`src/rtl/controle_rolhas_if.sv`:
```
// controle_rolhas_if
//   Bundles the cork-magazine controller's pulse inputs and status outputs.
//   master: the side that issues consumo/carga pulses and reads status
//           (production FSM, reservoir sensor, display, test bench).
//   slave : controle_rolhas itself.
//   Signals:
//     consumo, carga            one-cycle pulses into the controller
//     estoque_dezenas/unidades  stock as two BCD digits
//     pedir_carga               reservoir valve request
//     rolha_ok                  stock is non-zero, sealing allowed
//     falta, alarme             sticky shortage flag and alarm output
//     estado                    00 NORMAL, 01 CARREGANDO, 10 FALHA
interface controle_rolhas_if;
  logic       consumo;
  logic       carga;
  logic [3:0] estoque_dezenas;
  logic [3:0] estoque_unidades;
  logic       pedir_carga;
  logic       rolha_ok;
  logic       falta;
  logic       alarme;
  logic [1:0] estado;

  modport master (
    output consumo, carga,
    input  estoque_dezenas, estoque_unidades, pedir_carga, rolha_ok,
           falta, alarme, estado
  );

  modport slave (
    input  consumo, carga,
    output estoque_dezenas, estoque_unidades, pedir_carga, rolha_ok,
           falta, alarme, estado
  );
endinterface

```
`src/rtl/controle_rolhas.sv`:
```
// controle_rolhas
//   Cork-magazine stock controller. Keeps the magazine stock as two BCD
//   digits, decrements on consumo, increments on carga, and opens the
//   reservoir feed (pedir_carga) when stock drops to LIMIAR_MIN until it
//   reaches CARGA_MAX.
//   Optional build macro: CONTROLE_ROLHAS_TIMEOUT_EN adds the refill timeout
//   timer and the FALHA state. Without it, CARREGANDO waits forever for
//   carga and alarme is just falta.
//   Ports:
//     clock  rising-edge system clock
//     reset  asynchronous, active-high; clears all state
//     bus    controle_rolhas_if.slave (pulses in, stock/status out)
//
//   state      | meaning
//   NORMAL     | stock above the low-water mark, feed closed
//   CARREGANDO | refilling, feed open until stock reaches CARGA_MAX
//   FALHA      | refill timed out; feed closed, waits for a manual carga
module controle_rolhas #(
  parameter int LIMIAR_MIN    = 5,
  parameter int CARGA_MAX     = 99,
  parameter int TIMEOUT_CARGA = 1000
) (
  input  logic               clock,
  input  logic               reset,
  controle_rolhas_if.slave   bus
);

  typedef enum logic [1:0] {
    NORMAL     = 2'b00,
    CARREGANDO = 2'b01,
    FALHA      = 2'b10
  } estado_t;

  localparam logic [6:0] LIM7 = 7'(LIMIAR_MIN);
  localparam logic [6:0] MAX7 = 7'(CARGA_MAX);

  estado_t    st_q, st_n;
  logic [3:0] dez_q, uni_q, dez_n, uni_n;
  logic       falta_q, falta_n;
  logic       pedir_q, rolha_q, alarme_q, alarme_n;
  logic [6:0] stock_bin;
  logic       vazio, cheio, baixo, inc, dec;

  // Binary view of the registered stock, only used for threshold compares.
  assign stock_bin = ({3'b000, dez_q} * 7'd10) + {3'b000, uni_q};
  assign vazio     = (dez_q == 4'd0) && (uni_q == 4'd0);
  assign cheio     = (stock_bin == MAX7);
  assign baixo     = (stock_bin <= LIM7);

  // Simultaneous consumo and carga cancel out.
  assign inc = bus.carga & ~bus.consumo & ~cheio;
  assign dec = bus.consumo & ~bus.carga & ~vazio;

`ifdef CONTROLE_ROLHAS_TIMEOUT_EN
  localparam int            TW     = $clog2(TIMEOUT_CARGA + 1);
  localparam logic [TW-1:0] T_LAST = TW'(TIMEOUT_CARGA - 1);
  logic [TW-1:0] tmr_q, tmr_n;
`endif

  always_comb begin
    dez_n = dez_q;
    uni_n = uni_q;
    if (inc) begin
      if (uni_q == 4'd9) begin
        uni_n = 4'd0;
        dez_n = dez_q + 4'd1;
      end else begin
        uni_n = uni_q + 4'd1;
      end
    end else if (dec) begin
      if (uni_q == 4'd0) begin
        uni_n = 4'd9;
        dez_n = dez_q - 4'd1;
      end else begin
        uni_n = uni_q - 4'd1;
      end
    end

    // carga wins over a shortage detected on the same edge.
    falta_n = falta_q;
    if (bus.carga)
      falta_n = 1'b0;
    else if (bus.consumo && vazio)
      falta_n = 1'b1;

    // Transitions look at the pre-update stock, so they lag the stock by one edge.
    st_n = st_q;
    case (st_q)
      NORMAL: if (baixo) st_n = CARREGANDO;
      CARREGANDO: begin
        if (cheio) st_n = NORMAL;
`ifdef CONTROLE_ROLHAS_TIMEOUT_EN
        else if ((tmr_q == T_LAST) && !bus.carga) st_n = FALHA;
`endif
      end
      FALHA: if (bus.carga) st_n = CARREGANDO;
      default: st_n = NORMAL;
    endcase

`ifdef CONTROLE_ROLHAS_TIMEOUT_EN
    // Counts idle refill cycles; any entry, exit or carga restarts it.
    tmr_n = '0;
    if ((st_q == CARREGANDO) && (st_n == CARREGANDO) && !bus.carga)
      tmr_n = tmr_q + 1'b1;
    alarme_n = falta_n | (st_n == FALHA);
`else
    alarme_n = falta_n;
`endif
  end

  always_ff @(posedge clock or posedge reset) begin
    if (reset) begin
      st_q     <= NORMAL;
      dez_q    <= 4'd0;
      uni_q    <= 4'd0;
      falta_q  <= 1'b0;
      pedir_q  <= 1'b0;
      rolha_q  <= 1'b0;
      alarme_q <= 1'b0;
`ifdef CONTROLE_ROLHAS_TIMEOUT_EN
      tmr_q    <= '0;
`endif
    end else begin
      st_q     <= st_n;
      dez_q    <= dez_n;
      uni_q    <= uni_n;
      falta_q  <= falta_n;
      pedir_q  <= (st_n == CARREGANDO);
      rolha_q  <= (dez_n != 4'd0) || (uni_n != 4'd0);
      alarme_q <= alarme_n;
`ifdef CONTROLE_ROLHAS_TIMEOUT_EN
      tmr_q    <= tmr_n;
`endif
    end
  end

  assign bus.estoque_dezenas  = dez_q;
  assign bus.estoque_unidades = uni_q;
  assign bus.pedir_carga      = pedir_q;
  assign bus.rolha_ok         = rolha_q;
  assign bus.falta            = falta_q;
  assign bus.alarme           = alarme_q;
  assign bus.estado           = st_q;

endmodule

```
`src/flat_wrapper.sv`:
```
// flat-port wrapper written by rule: the top's interface ports become plain ports
module controle_rolhas_flat 
#(
  parameter int LIMIAR_MIN    = 5,
  parameter int CARGA_MAX     = 99,
  parameter int TIMEOUT_CARGA = 1000
)
  (clock, reset, bus_consumo, bus_carga, bus_estoque_dezenas, bus_estoque_unidades, bus_pedir_carga, bus_rolha_ok, bus_falta, bus_alarme, bus_estado);
  controle_rolhas_if bus_i ();
  input  logic clock;
  input  logic reset;
  input wire logic [$bits(bus_i.consumo)-1:0] bus_consumo;
  input wire logic [$bits(bus_i.carga)-1:0] bus_carga;
  output wire logic [$bits(bus_i.estoque_dezenas)-1:0] bus_estoque_dezenas;
  output wire logic [$bits(bus_i.estoque_unidades)-1:0] bus_estoque_unidades;
  output wire logic [$bits(bus_i.pedir_carga)-1:0] bus_pedir_carga;
  output wire logic [$bits(bus_i.rolha_ok)-1:0] bus_rolha_ok;
  output wire logic [$bits(bus_i.falta)-1:0] bus_falta;
  output wire logic [$bits(bus_i.alarme)-1:0] bus_alarme;
  output wire logic [$bits(bus_i.estado)-1:0] bus_estado;
  assign bus_i.consumo = bus_consumo;
  assign bus_i.carga = bus_carga;
  assign bus_estoque_dezenas = bus_i.estoque_dezenas;
  assign bus_estoque_unidades = bus_i.estoque_unidades;
  assign bus_pedir_carga = bus_i.pedir_carga;
  assign bus_rolha_ok = bus_i.rolha_ok;
  assign bus_falta = bus_i.falta;
  assign bus_alarme = bus_i.alarme;
  assign bus_estado = bus_i.estado;
  controle_rolhas #(.LIMIAR_MIN(LIMIAR_MIN), .CARGA_MAX(CARGA_MAX), .TIMEOUT_CARGA(TIMEOUT_CARGA)) u_core (.clock(clock), .reset(reset), .bus(bus_i));
endmodule
```
`config.mk`:
```
export PLATFORM = sky130hd
export DESIGN_NAME = controle_rolhas_flat
export DESIGN_NICKNAME = d
export VERILOG_FILES = /design/src/rtl/controle_rolhas_if.sv /design/src/rtl/controle_rolhas.sv /design/src/flat_wrapper.sv
export SDC_FILE = /design/constraint.sdc
export NUM_CORES = 1
export LEC_CHECK = 0
export BUFFER_PORTS_ARGS = -buffer_cell sky130_fd_sc_hd__clkbuf_2
export CORE_MARGIN = 3
export CORE_UTILIZATION = 25
export DETAILED_ROUTE_END_ITERATION = 8
export PLACE_DENSITY_LB_ADDON = 0.25
export SKIP_LAST_GASP = 1
export SLEW_MARGIN = 15
export SYNTH_ARGS = -nofsm -noshare
export SYNTH_HDL_FRONTEND = slang
export SYNTH_SLANG_ARGS = --single-unit
```
`constraint.sdc`:
```
create_clock -name clock -period 3 [get_ports clock]
set_input_delay 0.3 -clock clock [delete_from_list [all_inputs] [get_ports clock]]
set_output_delay 0.3 -clock clock [all_outputs]
set_load 0.05 [all_outputs]
```
==> key figures, run 1 <==
Clocking
  – Clk buf depth: 2
  – Root Driver: clkbuf_8
  – H-tree depth: 1
  – CTS clock-pin slew for the worst setup and hold paths: about 0.060 ns
  – CTS sink count: 13
  – Post-CTS Setup Inserts: 0
  – Num CTS Buffers: 3
  – CTS tree: yes
  – Hold_buf cts: 0
  – Worst-Skew Late Latency: 0.24 ns

Timing
  – RSZ-0062 raised after global routing: yes
  – Max Clock Freq: roughly 330 MHz
  – Fin crit period: between 3 and 4 ns
  – Fin Hold WS: around 0.074 ns
  – Setup violations, final: 1
  – Hold Fails Final Rpt: 0
  – Slew headroom: about 64%
  – Setup TNS: -0.0533 ns
  – Final period util: 102%
  – Fin. max-slew vios: 0
  – Final worst slack: -0.0533 ns
  – Worst-margin pin slew: roughly 0.53 ns
  – Clock Skew: roughly 0.0022 ns

Critical path
  – Max FO, Critical Path: 7
  – Crit path launch type: flip-flop
  – CP Capture Type: flip-flop
  – Arrival time worst endpoint: between 3 and 4 ns
  – Worst-path cell chain: ha_4, ha_4, inv_2, fa_1, a21boi_2, a221o_1, a21oi_4, a21oi_4, or3_4, a221oi_2, nand4bb_1
  – CP peak stage delay: 0.49 ns
  – Slowest library cell on the worst path: dfrtp_4
  – CP required: between 3 and 4 ns
  – Critical path type: reg -> reg

Floorplanning
  – Core box area: around 4100 µm²
  – Num rows: 23
  – Boundary Pins: 18
  – Die Ht: about 73 µm
  – Initial Util: a little over a quarter
  – Horiz. Die Dim: 72.9 µm
  – Die area: 5310 µm²

Logic synthesis
  – Post-synth net total: 142
  – Yosys Warn Count: 0
  – Post-synth EDFFs: 0
  – Ys async rst share: 100%
  – Cell Area, Synth: around 1100 µm²
  – #FFs+latches synth: 13
  – Post-synth top flop: dfrtp_1
  – Sequential element share of the synthesized area: 29.1%
  – Synthesized instance count: approximately 130
  – Netlist cell types: 44
  – Syn avg cell area: ~9 µm²

Run
  – Max cap viols: 0

Layout
  – Layout cells sized above 1: between 30% and 40%
  – N_diodes: 0
  – Layout fillers: between 400 and 500
  – Most frequent cells in the layout: 17 x clkbuf_2, 12 x buf_4, 11 x inv_1, 9 x dfrtp_1
  – Area growth syn-to-layout: 28.4%
  – Most common cell after layout, fill and taps aside: clkbuf_2
  – Net count, final: between 150 and 200

Global route
  – First-pass GRT wire length: around 4700 µm
  – Initial antenna violation count: 0
  – Global Route Usage Sum: about 11%
  – Vias in the first global route: between 900 and 1000
  – Gr ovfl total: 0
  – Maximum number of pins on one net before global-route repair: 14

Status
  – Failing checks: setup timing
  – Status: complete, but fails checks

Place
  – Detailed Place HPWL: ~2300 µm
  – Count of input and output buffers: 17
  – GP Congestion: between 0.8 and 0.9

Pwr
  – P_leak: between 0.6 and 0.7 nW
  – PD cells: between 1000 and 1500 nW/µm²
  – Peak VDD IR: roughly 0.00027 V

Drt
  – DRT Wirelength: between 2000 and 3000 µm
  – Routed Antenna Nets: 0
  – Via count: roughly 1000
  – DR vias/cell: around 5
  – DR iter-0 viols: 39
  – Residual DRC: 0
  – Drt wl/cell: 13.7 µm
  – Drt first pass iters: 4

Worst hold path
  – HP Class: in -> async
-- per-layer routing --
metal | track usage [%] | routed length (µm)
met5 | 0 | 0
met4 | 3.69 | 35
met3 | 0.826 | 54
met2 | 18.1 | 1340
met1 | 15.9 | 1380
-- cell families (layout without fill, tap and decap cells) --
kind of cell	after synthesis	count (layout)	synth area share (%)
DFF	13	13	29.1
buffers and inverters	16	45	5.82
xor gates and xnor gates	6	6	5.37
adders and majority gates	12	12	14.8
AOI/OAI and AO/OA	35	35	23.3
and+or+nand+nor	44	44	21.7
-- sequential cells by signal, summed over array words and instances (netlist names) --
register	count
u_core.bus.estoque_dezenas	4
u_core.bus.estoque_unidades	4
u_core.bus.estado	2
u_core.bus.falta	1
u_core.bus.pedir_carga	1
u_core.bus.rolha_ok	1
-- path summary, 6_finish.rpt --
kind | endpoint | slack (ns) | cells after the start | start
worst max-delay path | u_core.bus.rolha_ok | -0.05 | 11 | u_core.bus.estoque_dezenas[1]
worst min-delay path | u_core.bus.estoque_unidades[2] | 0.07 | 2 | reset
worst max register to register | u_core.bus.rolha_ok | -0.05 | 11 | u_core.bus.estoque_dezenas[1]
worst min register to register | u_core.bus.falta | 0.52 | 2 | u_core.bus.falta
max in group asynchronous | u_core.bus.estoque_dezenas[1] | 2.53 | 2 | reset
min in group clock | u_core.bus.falta | 0.30 | 2 | bus_carga
-- area by class of cell --
| cell class | instances | area (µm²) | area share (%) |
|---|---|---|---|
| Clock buffer | 4 | 45.0 | 3.14 |
| Inverter | 12 | 45.0 | 3.14 |
| Multi-Input combinational cell | 97 | 776 | 54.0 |
| Sequential cell | 13 | 333 | 23.2 |
| Tap cell | 50 | 62.6 | 4.36 |
| Timing Repair Buffer | 29 | 175 | 12.2 |
-- critical path: cells and delay by family, from the launching register on --
kind | cells | cell delay (ns)
fa+ha+maj | 3 | 0.85
compound gates | 5 | 1.09
buf+inv | 1 | 0.03
simple gates | 2 | 0.46
flops | 1 | 0.49
-- cells in the mapped netlist, types with 2 or more instances --
cell / number / area (µm²)
dfrtp_1: 13 / 325
inv_1: 12 / 45.0
ha_1: 10 / 125
nor2_1: 8 / 30.0
a21oi_1: 6 / 30.0
nand2_1: 6 / 22.5
nand3_1: 5 / 25.0
o21ai_0: 5 / 25.0
nor2b_1: 4 / 25.0
nor3_1: 4 / 20.0
o22ai_1: 4 / 25.0
and2_1: 3 / 18.8
and3_1: 3 / 18.8
nand2b_1: 3 / 18.8
xnor2_1: 3 / 26.3
a211oi_1: 2 / 15.0
a21o_1: 2 / 15.0
a22oi_1: 2 / 15.0
clkbuf_1: 2 / 7.51
fa_1: 2 / 40.0
nand3b_1: 2 / 15.0
nor4_1: 2 / 12.5
xor2_1: 2 / 17.5
-- per-stage QoR --
| stage | util [%] | worst slack (ns) | cells | power, W | area [µm²] |
|---|---|---|---|---|---|
| 6_report | 34.7 | -0.0533 | 205 | 0.00162 | 1440 |
| 5_1_grt | 34.7 | -0.179 | 205 | 0.00176 | 1440 |
| 4_1_cts | 34.4 | -0.0431 | 205 | 0.00163 | 1430 |
| 3_5_place_dp | 33.3 | -0.0511 | 201 | 0.00147 | 1380 |
| 3_3_place_gp | 33.3 | 0.0124 | 201 | 0.00145 | 1380 |
| 2_1_floorplan | - | -0.0183 | 126 | 0.00115 | 1160 |
-- where the power goes --
part / internal, W / switching (W) / leakage [nW] / total, W
combinational: 0.000446 / 0.000731 / 0.448 / 0.00118
sequential: 0.000239 / 0.0000536 / 0.146 / 0.000292
clock: 0.0000937 / 0.0000607 / 0.0228 / 0.000154
total: 0.000779 / 0.000845 / 0.617 / 0.00162
-- timing repair --
item,4_1_cts,5_1_grt
resized for setup,0,2
setup endpoints to repair,1,3
hold endpoints to repair,0,0
Power figures use the tool's default switching activity.
==> inputs of run 2 (changes only) <==
Clock period 3 ns to 3.8 ns, I/O delays scaled along.
==> run 2 against run 1 <==
Against the previous run: the flow now finishes without violations; first-iteration DRC count grew 15%; global-route usage decreased by 0.46 points; highest routed layer unchanged; routed wire length down 8.3%; combinational power down 37%; largest power group unchanged; register-to-register slack improved by 0.60 ns; largest cell class unchanged; sequential share of layout area up 2.0 points; sequential power about the same.
==> key figures, run 2 (synthesis gave the netlist of run 1 again) <==
Status
  – Status: finished clean

Pwr
  – P_int: between 0.0005 and 0.0006 W
  – Gate power share: about 64%
  – Peak VDD IR: between 0.0002 and 0.00025 V
  – Sw frac: a little over half
  – PD cells: about 900 nW/µm²
  – Clock power share: between 10% and 20%
  – Sw power: around 0.00064 W
  – P_leak: between 0.5 and 0.6 nW
  – Sequential Power Share: approximately 25%

Clocking
  – CTS sink count: 13
  – Post-cts sizing count: 0
  – Worst-Skew Late Latency: ~0.24 ns
  – Root Driver: clkbuf_8
  – Num CTS Buffers: 3
  – CTS clock-pin slew for the worst setup and hold paths: 0.06 ns
  – Hold_buf cts: 0
  – H-tree depth: 1
  – Clk buf depth: 2
  – CTS tree: yes
  – Post-CTS Setup Inserts: 0

Worst hold path
  – HP Class: in -> async

Critical path
  – Slowest library cell on the worst path: dfrtp_1
  – Critical path buffers and inverters: 1
  – CP Capture Type: flip-flop
  – Arrival time worst endpoint: approximately 3.4 ns
  – CP top delay family: adder cells
  – Crit path launch type: flip-flop
  – CP dominant cell by count: ha_1
  – CP peak stage delay: ~0.50 ns
  – Max FO, Critical Path: 10
  – Worst-path cell chain: ha_1, ha_1, inv_1, fa_1, nor2b_1, a21boi_1, xnor2_2, a21oi_2, or3_4, a221oi_2, nand4bb_1
  – Critical path type: reg -> reg
  – CP required: 3.92 ns

Drt
  – DR vias/cell: between 5 and 6
  – Routed Antenna Nets: 0
  – Drt wl/cell: between 10 and 15 µm
  – Residual DRC: 0
  – Drt first pass iters: 4
  – DR iter-0 viols: 45
  – DRT Wirelength: approximately 2600 µm
  – Via count: approximately 1000

Place
  – Detailed Place HPWL: 2050 µm
  – Count of input and output buffers: 17
  – GP Congestion: just over 0.7

Timing
  – Fin crit period: 3.26 ns
  – Max Clock Freq: 307 MHz
  – Hold Fails Final Rpt: 0
  – Clock Skew: approximately 0.0021 ns
  – RSZ-0062 raised after global routing: no
  – Worst-margin pin slew: ~0.52 ns
  – Slew headroom: 65.6%
  – Final period util: 85.7%
  – Setup TNS: 0 ns
  – Setup violations, final: 0
  – Fin. max-slew vios: 0

Floorplanning
  – Core box area: between 4000 and 5000 µm²
  – Die Ht: 72.9 µm
  – Boundary Pins: 18
  – Die area: ~5300 µm²
  – Num rows: 23
  – Initial Util: a little over a quarter
  – Horiz. Die Dim: about 73 µm

Layout
  – Layout cells sized above 1: 18.2%
  – Most common cell after layout, fill and taps aside: clkbuf_2
  – Finished Core Util: 31.2%
  – Layout fillers: 450
  – Area growth syn-to-layout: 15.4%
  – Most frequent cells in the layout: 17 x clkbuf_2, 13 x dfrtp_1, 12 x inv_1, 10 x ha_1, 8 x nor2_1
  – N_diodes: 0
  – Net count, final: 160

Global route
  – Maximum number of pins on one net before global-route repair: 14
  – Vias in the first global route: 957
  – Initial antenna violation count: 0
  – Gr ovfl total: 0
  – First-pass GRT wire length: around 4500 µm
  – Global Route Usage Sum: between 10% and 20%

Run
  – Max cap viols: 0
[run 2: changes by cell type in the layout (fill, tap and decap cells not counted), moves of 2 or more]
cell	delta
dfrtp_1	+4
buf_4	-12
dfrtp_2	-3
ha_1	+2
ha_4	-2
[run 2: path summary, 6_finish.rpt]
path | start | to | slack, ns | cells after the start
setup / recovery | u_core.bus.estoque_dezenas[1] | u_core.bus.rolha_ok | 0.54 | 11
hold / removal | reset | u_core.bus.estoque_unidades[2] | 0.14 | 2
setup reg to reg | u_core.bus.estoque_dezenas[1] | u_core.bus.rolha_ok | 0.54 | 11
hold reg to reg | u_core.bus.falta | u_core.bus.falta | 0.53 | 2
max in group asynchronous | reset | u_core.bus.estoque_unidades[1] | 3.32 | 2
min in group clock | bus_carga | u_core.bus.falta | 0.38 | 2
[run 2: through the flow]
step / setup WS, ns / instances / power [W] / hold WS, ns / cell area [µm²]
6_report: 0.545 / 193 / 0.00116 / 0.140 / 1290
5_1_grt: 0.293 / 193 / 0.00127 / 0.180 / 1290
4_1_cts: 0.518 / 193 / 0.00117 / 0.168 / 1290
3_5_place_dp: 0.542 / 189 / 0.00104 / 0.428 / 1250
3_3_place_gp: 0.632 / 189 / 0.00103 / 0.413 / 1250
2_1_floorplan: 0.434 / 126 / 0.000870 / 0.257 / 1120
[run 2: per-layer routing]
metal  vias up  GRT usage [%]  routed length [µm]
met3         5           1.38                  94
met2        25           17.6                1320
li1        489              -                   -
met5         -              0                   0
met1       486           13.9                1110
met4         0           5.53                  51
[run 2: power by group through the flow]
stage	sequential (W)	clock (W)	combinational [W]
after global routing	0.000309	0.000135	0.000826
after floorplan	0.000402	0	0.000468
final	0.000295	0.000124	0.000744
after detailed placement	0.000297	0	0.000745
after CTS	0.000294	0.000128	0.000751
after global placement	0.000294	0	0.000738
[run 2: layout make-up]
cell class	instances	area, µm²	share of cell area, %
Timing Repair Buffer	17	85.1	6.59
Sequential cell	13	325	25.2
Tap cell	50	62.6	4.84
Clock buffer	4	45.0	3.49
Inverter	12	45.0	3.49
Multi-Input combinational cell	97	728	56.4
==> inputs of run 3 (changes only) <==
Settings changed: REMOVE_ABC_BUFFERS from default to 1.
==> run 3 against run 2 <==
Against the previous run: cell area did not move; via count fell by 4.6%; hold slack improved by 0.0025 ns; register-to-register slack improved by 0.02 ns; combinational power fell by 0.7%; routed wire length rose by 3.0%; first-iteration DRC count fell by 8.9%; clock skew fell by 0.0013 ns; sequential cell count did not move; sequential share of layout area did not move; highest routed layer unchanged.
==> key figures, run 3 (synthesis gave the netlist of run 1 again) <==
Critical path
  – Critical path type: reg -> reg
  – Max FO, Critical Path: 10
  – CP Capture Type: flip-flop
  – Worst-path cell chain: ha_1, ha_1, inv_1, fa_1, a21boi_0, a221o_1, a21oi_4, a21oi_2, or3_4, a221oi_2, nand4bb_1
  – CP peak stage delay: 0.49 ns
  – CP dominant cell by count: ha_1
  – CP top delay family: compound AO/OA/AOI/OAI gates
  – CP required: approximately 3.9 ns
  – Crit path launch type: flip-flop
  – R2r setup slk: around 0.56 ns
  – Critical path buffers and inverters: 1
  – Arrival time worst endpoint: 3.35 ns
  – Slowest library cell on the worst path: dfrtp_1

Worst hold path
  – HP Class: in -> async

Place
  – Count of input and output buffers: 17
  – Detailed Place HPWL: 2080 µm
  – GP Congestion: slightly above 0.8

Timing
  – Max Clock Freq: between 300 and 400 MHz
  – Worst-margin pin slew: between 0.5 and 0.6 ns
  – Slew headroom: between 60% and 70%
  – Setup TNS: 0 ns
  – Fin crit period: 3.24 ns
  – Fin Hold WS: between 0.1 and 0.15 ns
  – Setup violations, final: 0
  – Clock Skew: 0.000830 ns
  – Hold Fails Final Rpt: 0
  – RSZ-0062 raised after global routing: no
  – Final period util: 85.2%
  – Fin. max-slew vios: 0

Floorplanning
  – Num rows: 23
  – Initial Util: ~27%
  – Core box area: 4140 µm²
  – Die Ht: 72.9 µm
  – Die area: 5310 µm²
  – Horiz. Die Dim: about 73 µm
  – Boundary Pins: 18

Clocking
  – Post-cts sizing count: 0
  – Root Driver: clkbuf_8
  – Hold_buf cts: 0
  – CTS sink count: 13
  – Worst-Skew Late Latency: around 0.24 ns
  – Clk buf depth: 2
  – H-tree depth: 1
  – Num CTS Buffers: 3
  – CTS clock-pin slew for the worst setup and hold paths: around 0.06 ns
  – Post-CTS Setup Inserts: 0
  – CTS tree: yes

Global route
  – Global Route Usage Sum: 11.1%
  – Maximum number of pins on one net before global-route repair: 14
  – Gr ovfl total: 0
  – Initial antenna violation count: 0
  – Vias in the first global route: about 1000
  – First-pass GRT wire length: roughly 4700 µm

Drt
  – Drt wl/cell: between 10 and 15 µm
  – DR iter-0 viols: 41
  – DR vias/cell: 4.97
  – DRT Wirelength: ~2700 µm
  – Routed Antenna Nets: 0
  – Via count: between 900 and 1000
  – Drt first pass iters: 4
  – Residual DRC: 0

Pwr
  – P_int: ~0.00052 W
  – Sw frac: 54.7%
  – Clock power share: 10.8%
  – Gate power share: between 60% and 70%
  – Sw power: between 0.0006 and 0.0007 W
  – PD cells: ~900 nW/µm²
  – Peak VDD IR: ~0.00040 V
  – Sequential Power Share: between 20% and 30%
  – P_leak: 0.561 nW

Layout
  – Most frequent cells in the layout: 17 x clkbuf_2, 13 x dfrtp_1, 12 x inv_1, 10 x ha_1, 8 x nor2_1
  – N_diodes: 0
  – Net count, final: 160
  – Multi-input combinational cell area: 728 µm²
  – Area growth syn-to-layout: 15.4%
  – Most common cell after layout, fill and taps aside: clkbuf_2
  – Layout cells sized above 1: a little under a fifth
  – Area occupied by registers: 325 µm²
  – Layout fillers: 443

Run
  – Max cap viols: 0

Status
  – Status: finished clean
run 3: cell counts in the layout (fill, tap and decap cells not counted):
Identical to the previous run, type by type.
run 3: cell type report:
type	instances	share of cell area, %
Inverter	12	3.49
Sequential cell	13	25.2
Timing Repair Buffer	17	6.59
Multi-Input combinational cell	97	56.4
Clock buffer	4	3.49
Tap cell	50	4.84
run 3: power by group through the flow:
stage          combinational, W  sequential, W  clock (W)
5_1_grt                0.000826       0.000310   0.000134
2_1_floorplan          0.000437       0.000424          0
3_5_place_dp           0.000746       0.000295          0
3_3_place_gp           0.000735       0.000294          0
4_1_cts                0.000750       0.000292   0.000129
6_report               0.000739       0.000293   0.000125
run 3: per-layer routing:
metal	global-route usage [%]	share of wire [%]	vias up
li1	-	-	489
met1	15.2	49	449
met2	17.4	46	16
met3	1.79	2.8	5
met4	4.30	1.7	0
met5	0	0	-
run 3: worst paths after layout:
path	startpoint	to	depth (start not counted)
min in group clock	bus_carga	u_core.bus.falta	2
worst min-delay path	reset	u_core.bus.estoque_unidades[1]	2
worst max register to register	u_core.bus.estoque_dezenas[1]	u_core.bus.rolha_ok	11
worst min register to register	u_core.bus.estado[0]	u_core.bus.estado[1]	1
worst max-delay path	u_core.bus.estoque_dezenas[1]	u_core.bus.rolha_ok	11
max in group asynchronous	reset	u_core.bus.estoque_unidades[2]	2
run 3: through the flow:
step | util (%) | instance area [µm²] | worst slack (ns) | std cells | power, W
2_1_floorplan | - | 1100 | 0.434 | 122 | 0.000862
3_3_place_gp | 30.1 | 1250 | 0.622 | 189 | 0.00103
3_5_place_dp | 30.1 | 1250 | 0.550 | 189 | 0.00104
4_1_cts | 31.2 | 1290 | 0.539 | 193 | 0.00117
5_1_grt | 31.2 | 1290 | 0.315 | 193 | 0.00127
6_report | 31.2 | 1290 | 0.562 | 193 | 0.00116
run 3: worst reg2reg max path, stage by stage, from the launching register on:
cell       delay [ns]
dfrtp_1          0.49
ha_1             0.35
ha_1             0.19
inv_1            0.06
fa_1             0.43
a21boi_0         0.16
a221o_1          0.37
a21oi_4          0.17
a21oi_2          0.12
or3_4            0.39
a221oi_2         0.26
nand4bb_1        0.12
